==> src/rtl/imem_loadable.sv <==
// Instruction memory for the RV32I core: registered 1-cycle fetch port, post-reset
// fill with a NOP word, and a byte-serial loader that packs little-endian bytes into words.
module imem_loadable #(
    parameter int          DEPTH     = 64,
    parameter int          ADDR_W    = 6,
    parameter logic [31:0] FILL_WORD = 32'h0000_0013
) (
    input  logic              clk,
    input  logic              reset,
    input  logic              fetch_req,
    input  logic [31:0]       fetch_addr,
    output logic              fetch_valid,
    output logic [31:0]       instr,
    output logic              fetch_fault,
    input  logic              load_start,
    input  logic [7:0]        load_byte,
    input  logic              load_byte_vld,
    input  logic              load_end,
    output logic [ADDR_W:0]   load_count,
    output logic              load_ovf,
    output logic              ready
);

    typedef enum logic [1:0] {
        ST_CLEAR = 2'd0,
        ST_RUN   = 2'd1,
        ST_LOAD  = 2'd2
    } state_t;

    localparam logic [ADDR_W:0]   COUNT_FULL = (ADDR_W + 1)'(DEPTH);
    localparam logic [ADDR_W-1:0] LAST_PTR   = ADDR_W'(DEPTH - 1);

    logic [31:0] mem [DEPTH];

    state_t            state_q, state_d;
    logic [ADDR_W-1:0] clr_ptr_q, clr_ptr_d;
    logic [1:0]        lane_q, lane_d;
    logic [23:0]       buf_q, buf_d;
    logic [ADDR_W:0]   count_q, count_d;
    logic              ovf_q, ovf_d;
    logic              fetch_valid_q;
    logic [31:0]       instr_q;
    logic              fault_q;

    logic              mem_we;
    logic [ADDR_W-1:0] mem_waddr;
    logic [31:0]       mem_wdata;
    logic [31:0]       asm_word;
    logic [1:0]        lane_nx;
    logic              accept;

    logic              fetch_go;
    logic              fetch_bad;
    logic [ADDR_W-1:0] fetch_idx;

    assign fetch_go  = (state_q == ST_RUN) && fetch_req;
    assign fetch_bad = (fetch_addr[1:0] != 2'b00) || (|fetch_addr[31:ADDR_W+2]);
    assign fetch_idx = fetch_addr[ADDR_W+1:2];

    // Single write port shared by the clear sweep and the loader.
    always_ff @(posedge clk) begin
        if (mem_we) begin
            mem[mem_waddr] <= mem_wdata;
        end
    end

    always_ff @(posedge clk) begin
        if (!reset) begin
            state_q       <= ST_CLEAR;
            clr_ptr_q     <= '0;
            lane_q        <= '0;
            buf_q         <= '0;
            count_q       <= '0;
            ovf_q         <= 1'b0;
            fetch_valid_q <= 1'b0;
            instr_q       <= '0;
            fault_q       <= 1'b0;
        end else begin
            state_q       <= state_d;
            clr_ptr_q     <= clr_ptr_d;
            lane_q        <= lane_d;
            buf_q         <= buf_d;
            count_q       <= count_d;
            ovf_q         <= ovf_d;
            fetch_valid_q <= fetch_go;
            if (fetch_go) begin
                fault_q <= fetch_bad;
                instr_q <= fetch_bad ? FILL_WORD : mem[fetch_idx];
            end
        end
    end

    always_comb begin
        state_d   = state_q;
        clr_ptr_d = clr_ptr_q;
        lane_d    = lane_q;
        buf_d     = buf_q;
        count_d   = count_q;
        ovf_d     = ovf_q;
        mem_we    = 1'b0;
        mem_waddr = '0;
        mem_wdata = '0;
        asm_word  = {8'h00, buf_q};
        lane_nx   = lane_q;
        accept    = 1'b0;

        case (state_q)
            ST_CLEAR: begin
                mem_we    = reset;
                mem_waddr = clr_ptr_q;
                mem_wdata = FILL_WORD;
                clr_ptr_d = clr_ptr_q + ADDR_W'(1);
                if (clr_ptr_q == LAST_PTR) begin
                    state_d = ST_RUN;
                end
            end

            ST_RUN: begin
                if (load_start) begin
                    state_d = ST_LOAD;
                    count_d = '0;
                    ovf_d   = 1'b0;
                    lane_d  = '0;
                    buf_d   = '0;
                end
            end

            ST_LOAD: begin
                if (load_start) begin
                    count_d = '0;
                    ovf_d   = 1'b0;
                    lane_d  = '0;
                    buf_d   = '0;
                end else begin
                    if (load_byte_vld) begin
                        if (count_q == COUNT_FULL) begin
                            ovf_d = 1'b1;
                        end else begin
                            accept = 1'b1;
                        end
                    end
                    if (accept) begin
                        asm_word[8*lane_q +: 8] = load_byte;
                        lane_nx                 = lane_q + 2'd1;
                    end
                    // A byte arriving with load_end lands first, so a partial word
                    // may include it; upper lanes stay zero because buf is cleared per word.
                    if ((accept && lane_q == 2'd3) || (load_end && lane_nx != 2'd0)) begin
                        mem_we    = reset;
                        mem_waddr = count_q[ADDR_W-1:0];
                        mem_wdata = asm_word;
                        count_d   = count_q + (ADDR_W + 1)'(1);
                        lane_d    = '0;
                        buf_d     = '0;
                    end else if (accept) begin
                        lane_d = lane_nx;
                        buf_d  = asm_word[23:0];
                    end
                    if (load_end) begin
                        state_d = ST_RUN;
                    end
                end
            end

            default: begin
                state_d = ST_CLEAR;
            end
        endcase
    end

    assign fetch_valid = fetch_valid_q;
    assign instr       = instr_q;
    assign fetch_fault = fault_q;
    assign load_count  = count_q;
    assign load_ovf    = ovf_q;
    assign ready       = (state_q == ST_RUN);

endmodule

==> config.mk <==
export PLATFORM = sky130hd
export DESIGN_NAME = imem_loadable
export DESIGN_NICKNAME = d
export VERILOG_FILES = /design/src/rtl/imem_loadable.sv
export SDC_FILE = /design/constraint.sdc
export NUM_CORES = 2
export LEC_CHECK = 0
export ABC_CLOCK_PERIOD_IN_PS = 6900
export CORE_MARGIN = 2
export CORE_UTILIZATION = 55
export DETAILED_ROUTE_END_ITERATION = 16
export PLACE_DENSITY = 0.83
export SKIP_CTS_REPAIR_TIMING = 1
export SYNTH_ARGS = -nofsm -noshare
export SYNTH_HDL_FRONTEND = slang
export SYNTH_SLANG_ARGS = --single-unit
==> constraint.sdc <==
create_clock -name clk -period 6.9 [get_ports clk]
set_input_delay 1.725 -clock clk [delete_from_list [all_inputs] [get_ports clk]]
set_output_delay 1.725 -clock clk [all_outputs]
set_load 0.1 [all_outputs]
## After elaboration in Yosys (flattened, before gate mapping)

Memories as Yosys holds them, arrays and structs flattened.
Cells that the tools add are included.

| word-level totals | value |
|---|---|
| output and inout bits | 43 |
| memories | 1 |
| RAM bits | 2048 |
| bits in registers | 76 |
| bits of input ports | 46 |

| cells by class | value |
|---|---|
| add/sub/neg operators | 4 |
| shift operators | 2 |
| reductions and logical operators | 14 |
| mux-type cells | 45 |
| equality and inequality tests | 13 |

Memory list:

| name | depth | width | rd ports | clocked after Yosys merged registers in | wr ports | line | source |
|---|---|---|---|---|---|---|---|
| mem | 64 | 32 | 1 | 0 | 1 | 33 | `logic [31:0] mem [DEPTH];` |

Operator list:

| operator | count |
|---|---|
| two-way mux 32 bit | 4 |
| two-way mux 24 bit | 4 |
| case mux 32 bit (2 select lines) | 1 |
| case mux 24 bit (2 select lines) | 1 |
| negator 5 -> 34 bit | 1 |
| variable shift 8 x 34 -> 32 bit (first input constant) | 1 |
| indexed part select 8 x 34 -> 32 bit | 1 |
| bitwise mux 32 bit | 1 |
| OR reduction 24 bit | 1 |
| two-way mux 2 bit | 11 |
| two-way mux 7 bit | 3 |
| case mux 7 bit (2 select lines) | 1 |
| two-way mux 1 bit | 12 |
| two-way mux 6 bit | 2 |
| case mux 6 bit (2 select lines) | 1 |
| != test 3 bit (second input constant) | 3 |
| != test 2 bit (second input constant) | 4 |
| AND reduction 4 bit | 2 |
| adder 7 x 1 -> 7 bit (second input constant) | 1 |
| equality test 7 bit (second input constant) | 1 |
| adder 6 x 1 -> 6 bit (second input constant) | 1 |
| equality test 6 bit (second input constant) | 1 |
| case mux 2 bit (3 select lines) | 1 |
| AND reduction 3 bit | 2 |
| other kinds (10) | 17 |

## Logic depth before layout (Yosys ltp)

| logic depth | value |
|---|---|
| depth after elaboration | 16 |
| mapped depth | 11 |

## Worst setup path after synthesis

Ideal clock, no wire load.

| timing | value |
|---|---|
| path type | reg2reg |
| from | register count_q[0], in the netlist load_count[0] |
| to | memory mem[35][0] (enable) |
| required time | 6439 ps |
| arrival time | 5370 ps |
| buffers on the path | 1 |
| period minus slack after synthesis | 5831 ps |
| library setup time | 461 ps |
| cell stages (with the launch flop) | 10 |
| setup slack | 1069 ps |
| path through | dfxtp_1 -> clkinv_1 -> ha_1 -> nand4bb_2 -> o21ai_4 -> mux2_4 -> buf_6 -> o31ai_4 -> o2111ai_2 -> nor3_1 |

| on the way | value |
|---|---|
| word-level cells in the longest chain between the ends | 16 |
| elaborated cells on any way between the ends | 20 |

Ends and longest elaborated chain:

| element | line | source |
|---|---|---|
| from (decl) | 39 | `logic [ADDR_W:0] count_q, count_d;` |
| from (signal assigned) | 83 | `count_q <= count_d;` |
| equality test 7 bit | 136 | `if (count_q == COUNT_FULL) begin` |
| two-way mux 1 bit | 136 |  |
| two-way mux 1 bit | 135 | `if (load_byte_vld) begin` |
| two-way mux 1 bit | 129 | `if (load_start) begin` |
| two-way mux 1 bit | 107 | `case (state_q)` |
| two-way mux 2 bit | 142 | `if (accept) begin` |
| two-way mux 2 bit | 129 |  |
| two-way mux 2 bit | 107 |  |
| nonzero test 2 bit | 148 | `if ((accept && lane_q == 2'd3) \|\| (load_end && lane_nx != 2'd0)) begin` |
| logical AND 1 bit | 148 |  |
| logical OR 1 bit | 148 |  |
| two-way mux 1 bit | 148 |  |
| two-way mux 1 bit | 129 |  |
| case mux 1 bit (2 select lines) | 107 |  |
| two-way mux 1 bit | 62 | `if (mem_we) begin` |
| two-way mux 1 bit (implied by the code) | 63 | `mem[mem_waddr] <= mem_wdata;` |
| to (decl) | 33 |  |

Several ways; a longest one is shown, not always the timed one. The select of a mux whose other input is x is not followed.

## Worst setup path after layout

| timing | value |
|---|---|
| from | input load_start |
| to | memory mem[9][7] (enable) |

| on the way | value |
|---|---|
| word-level cells in the longest chain between the ends | 4 |
| elaborated cells on any way between the ends | 6 |

Ends and longest elaborated chain:

| element | line | source |
|---|---|---|
| from (decl) | 15 | `input logic load_start,` |
| two-way mux 1 bit | 129 |  |
| case mux 1 bit (2 select lines) | 107 |  |
| two-way mux 1 bit | 62 |  |
| two-way mux 1 bit (implied by the code) | 63 |  |

Several ways; a longest one is shown, not always the timed one.

==> summary.txt <==
Pwr
  – Switching Share: 22.0%
  – Pint: 20300 uW
  – PwrDens: 281 nW/um^2
  – Leak: 0.0279 uW
  – Combinational share of power: 5.4%
  – Clock network power share: 39.9%
  – Sequential share of power: 54.7%
  – Worst vdd ir: 0.223 mV
  – NetSw: 5730 uW

STA
  – Final setup fails: 0
  – Setup_tns: 0 ns
  – Post-route setup slack: 2.05 ns
  – RSZ-0062 raised after global routing: false
  – Clk_skew: 0.0422 ns
  – Worst-Margin Slew: 1.53 ns
  – Fin crit period: 4.85 ns
  – Slew headroom: -3.00%
  – Hold Vio Cnt, Final: 0
  – Period utilisation layout: 70.2%
  – Fin. max-slew vios: 2
  – Max Clock Freq: 206 MHz

Logic synthesis
  – Sequential area share after synthesis: 76.6%
  – FFs w/ async S/R, synth: 0%
  – Synth area leaders: edfxtp_1 (75%), mux4_2 (13%), dfxtp_1 (1.8%)
  – Net count after synthesis: 4009
  – Post-synth top flop: edfxtp_1
  – Count of different cell masters after synthesis: 75
  – Number of enable flip-flop cells after synthesis: 2048
  – Mapped Avg Cell Area: 20.8 sq um
  – Gate Count Post-Synth: 3952
  – Share of the synthesized area in the top cell type: 74.7%
  – Netlist area before placement: 82300 sq um
  – #FFs+latches synth: 2124
  – Yosys warning count: 0
  – Post-synth top area cell: edfxtp_1

Placement
  – Gpl congestion: 0.954
  – Post-Place Setup Slack: 1.44 ns
  – HPWL Detailed: 131000 um
  – Post-DP Area: 86600 sq um
  – Number of buffers inserted by port buffering: 88
  – Dpl cells: 5940

Floorplanning
  – Die Y: 391 um
  – Die ar.: 153000 sq um
  – Row cnt: 141
  – Core area: 148000 sq um
  – Die X: 391 um
  – Initial core utilization: 55.5%
  – # IOs: 89

Finish
  – Post-route cell area: 92700 sq um
  – Fin nets: 4266
  – Layout cells sized above 1: 24.4%
  – Layout area overhead: 12.6%
  – Non-filler cells, final: 6307
  – Final core utilization: 62.6%
  – Filler cells: 9296

Drt
  – DRT Wirelength: 234000 um
  – Initial drt markers: 8518
  – Routed via count: 45100
  – ANT nets after route: 0
  – DRT Pass-1 Iters: 7
  – Per-cell routed wire length: 37.2 um
  – Residual DRC: 0
  – Avg Vias per Cell: 7.15

Worst setup path
  – Cells along the critical path: clkdlybuf4s50_1 > nor2b_1 > buf_4 > nand2_1 > a2111oi_0 > nor2_2 > buf_4 > nor2_4 > buf_4
  – Setup crit start: load_start
  – Most used cell, CP: buf_4
  – Reg2reg path depth: 9
  – Reg2reg setup slack: 2.10 ns
  – CP max stage delay: 0.68 ns
  – WS Path Type: input pin to flop
  – CP Capture Point: mem[9][7]
  – Worst setup EP type: flop
  – WP data required: 7.40 ns
  – Worst Path Arrival: 5.34 ns
  – Critical-path top delay cell: a2111oi_0
  – Reg-to-Reg Start: load_count[0]
  – Cell class contributing the biggest share of worst-path delay: buffers and inverters
  – Setup crit start kind: input pin
  – Crit path buf inv count: 4
  – Worst-path maximum fanout: 17
  – Critical R2R Capture: mem[12][1]
  – Number of cells on the critical path: 9

Min path
  – Hold WC Path Type: flop to flop
  – Min-delay src: instr[15]

CTS
  – TritonCTS Buffers: 195
  – CTS tree: done
  – H-tree depth: 4
  – CTS sink count: 2124
  – Root buffer cell: clkbuf_16
  – Worst-path clk slew: 0.06 ns
  – Clock Tree Buf Depth: 3
  – Worst skew pair latency: 0.85 ns

Global routing
  – Global-route wire length before repair: 330000 um
  – Total gr overflow: 0
  – GRT Total Usage: 30.9%
  – Initial antenna violation count: 14
  – Vias in the first global route: 45300
  – Largest net degree at the start of global routing: 87

Status
  – Status: finished, violations left
  – Failing checks: capacitance limit, slew limit

Flow run
  – Max_cap viols: 1
## cells by family (layout without fill, tap and decap cells)
group,Yosys count,after routing,share of synthesized area [%]
DFF,2124,2124,76.6
buffers and inverters,232,649,1.51
other,0,8,0
adders and majority gates,11,11,0.167
and+or+nand+nor,537,537,3.31
muxes,621,621,14.7
AOI/OAI and AO/OA,424,424,3.72
xor gates and xnor gates,3,3,0.0319
## registers in the layout (all words and copies together) (netlist names)
name,count
buf_q,24
clr_ptr_q,6
fetch_fault,1
fetch_valid,1
instr,32
lane_q,2
load_count,7
load_ovf,1
mem,2048
state_q,2
## tightest hold or removal path: stages (launching register included)
cell,delay [ns]
dfxtp_1,0.33
nand2_1,0.06
o21ai_0,0.06
## routing by layer
layer  up-vias  share of wire [%]  global-route usage, %  wire length [um]
met5         -              0.036                      0                84
met4        12                6.4                   16.5             15000
met3       900                 16                   10.3             37100
met2      4436                 46                   47.4            108000
met1     22600                 32                   39.4             73900
li1      17100                  -                      -                 -
## cell type report
class	instances	area, sq um	area share [%]
Sequential cell	2124	63000	68.0
Multi-Input combinational cell	1596	18700	20.2
Clock buffer	250	5230	5.64
Timing Repair Buffer	275	2450	2.64
Tap cell	1930	2410	2.60
Clock inverter	107	796	0.858
Inverter	17	63.8	0.0688
Antenna cell	8	20.0	0.0216
## power by group through the flow
stage | sequential [uW] | clock [uW] | combinational, uW
2_1_floorplan | 14500 | 0 | 790
3_3_place_gp | 14500 | 0 | 1320
3_5_place_dp | 14500 | 0 | 1350
6_report | 14200 | 10400 | 1410
4_1_cts | 14200 | 10400 | 1370
5_1_grt | 14200 | 10800 | 1450
## Yosys cell counts, types with 4 or more instances
library cell,instances
a2111oi_0,10
a211oi_1,17
a21o_1,6
a21oi_1,50
a221oi_1,4
a22o_1,7
a22oi_1,123
a311oi_1,9
a31oi_1,14
a32o_1,21
a32oi_1,11
and2_1,34
and3_1,9
buf_1,14
buf_2,76
buf_4,44
buf_6,15
clkbuf_1,65
dfxtp_1,76
edfxtp_1,2048
ha_1,11
inv_1,15
mux2_2,12
mux2i_1,140
mux4_2,468
nand2_1,131
nand2b_1,21
nand3_1,86
nand4_1,14
nor2_1,78
nor2b_1,49
nor3_1,60
nor3_2,10
nor3b_1,4
nor4_1,18
o2111ai_1,4
o211ai_1,8
o21ai_0,33
o22ai_1,69
o41ai_1,5
or2_2,5
or3_1,9
## how the worst min path moves through the flow
| stage | cells past startpoint | endpoint |
|---|---|---|
| floorplan | 2 | state_q[0] |
| global route | 2 | instr[21] |
| global placement | 2 | instr[21] |
| CTS | 2 | instr[15] |
| detailed placement | 2 | instr[21] |
| finish | 2 | instr[15] |
## metrics by stage
step	hold WS (ns)	total power, uW
floorplan	0.476	15300
global placement	0.438	15800
detailed placement	0.477	15800
CTS	0.515	26000
global route	0.532	26500
finish	0.508	26000
## layout by cell type, fill, tap and decap left out, types with 29 or more instances in the layout
master and instances:
nand2_1 130, nand3_1 86, clkdlybuf4s50_1 82, a22oi_1 123, nor2_1 48, o22ai_1 69, clkinv_1 52, a21oi_1 38
nor3_2 41, mux4_2 468, clkinv_2 29, nor2b_1 43, clkbuf_1 46, buf_4 174, mux2i_1 140, dfxtp_1 76
clkbuf_16 200, edfxtp_1 2048, o21ai_0 33
(Power assumes the default switching activity.)
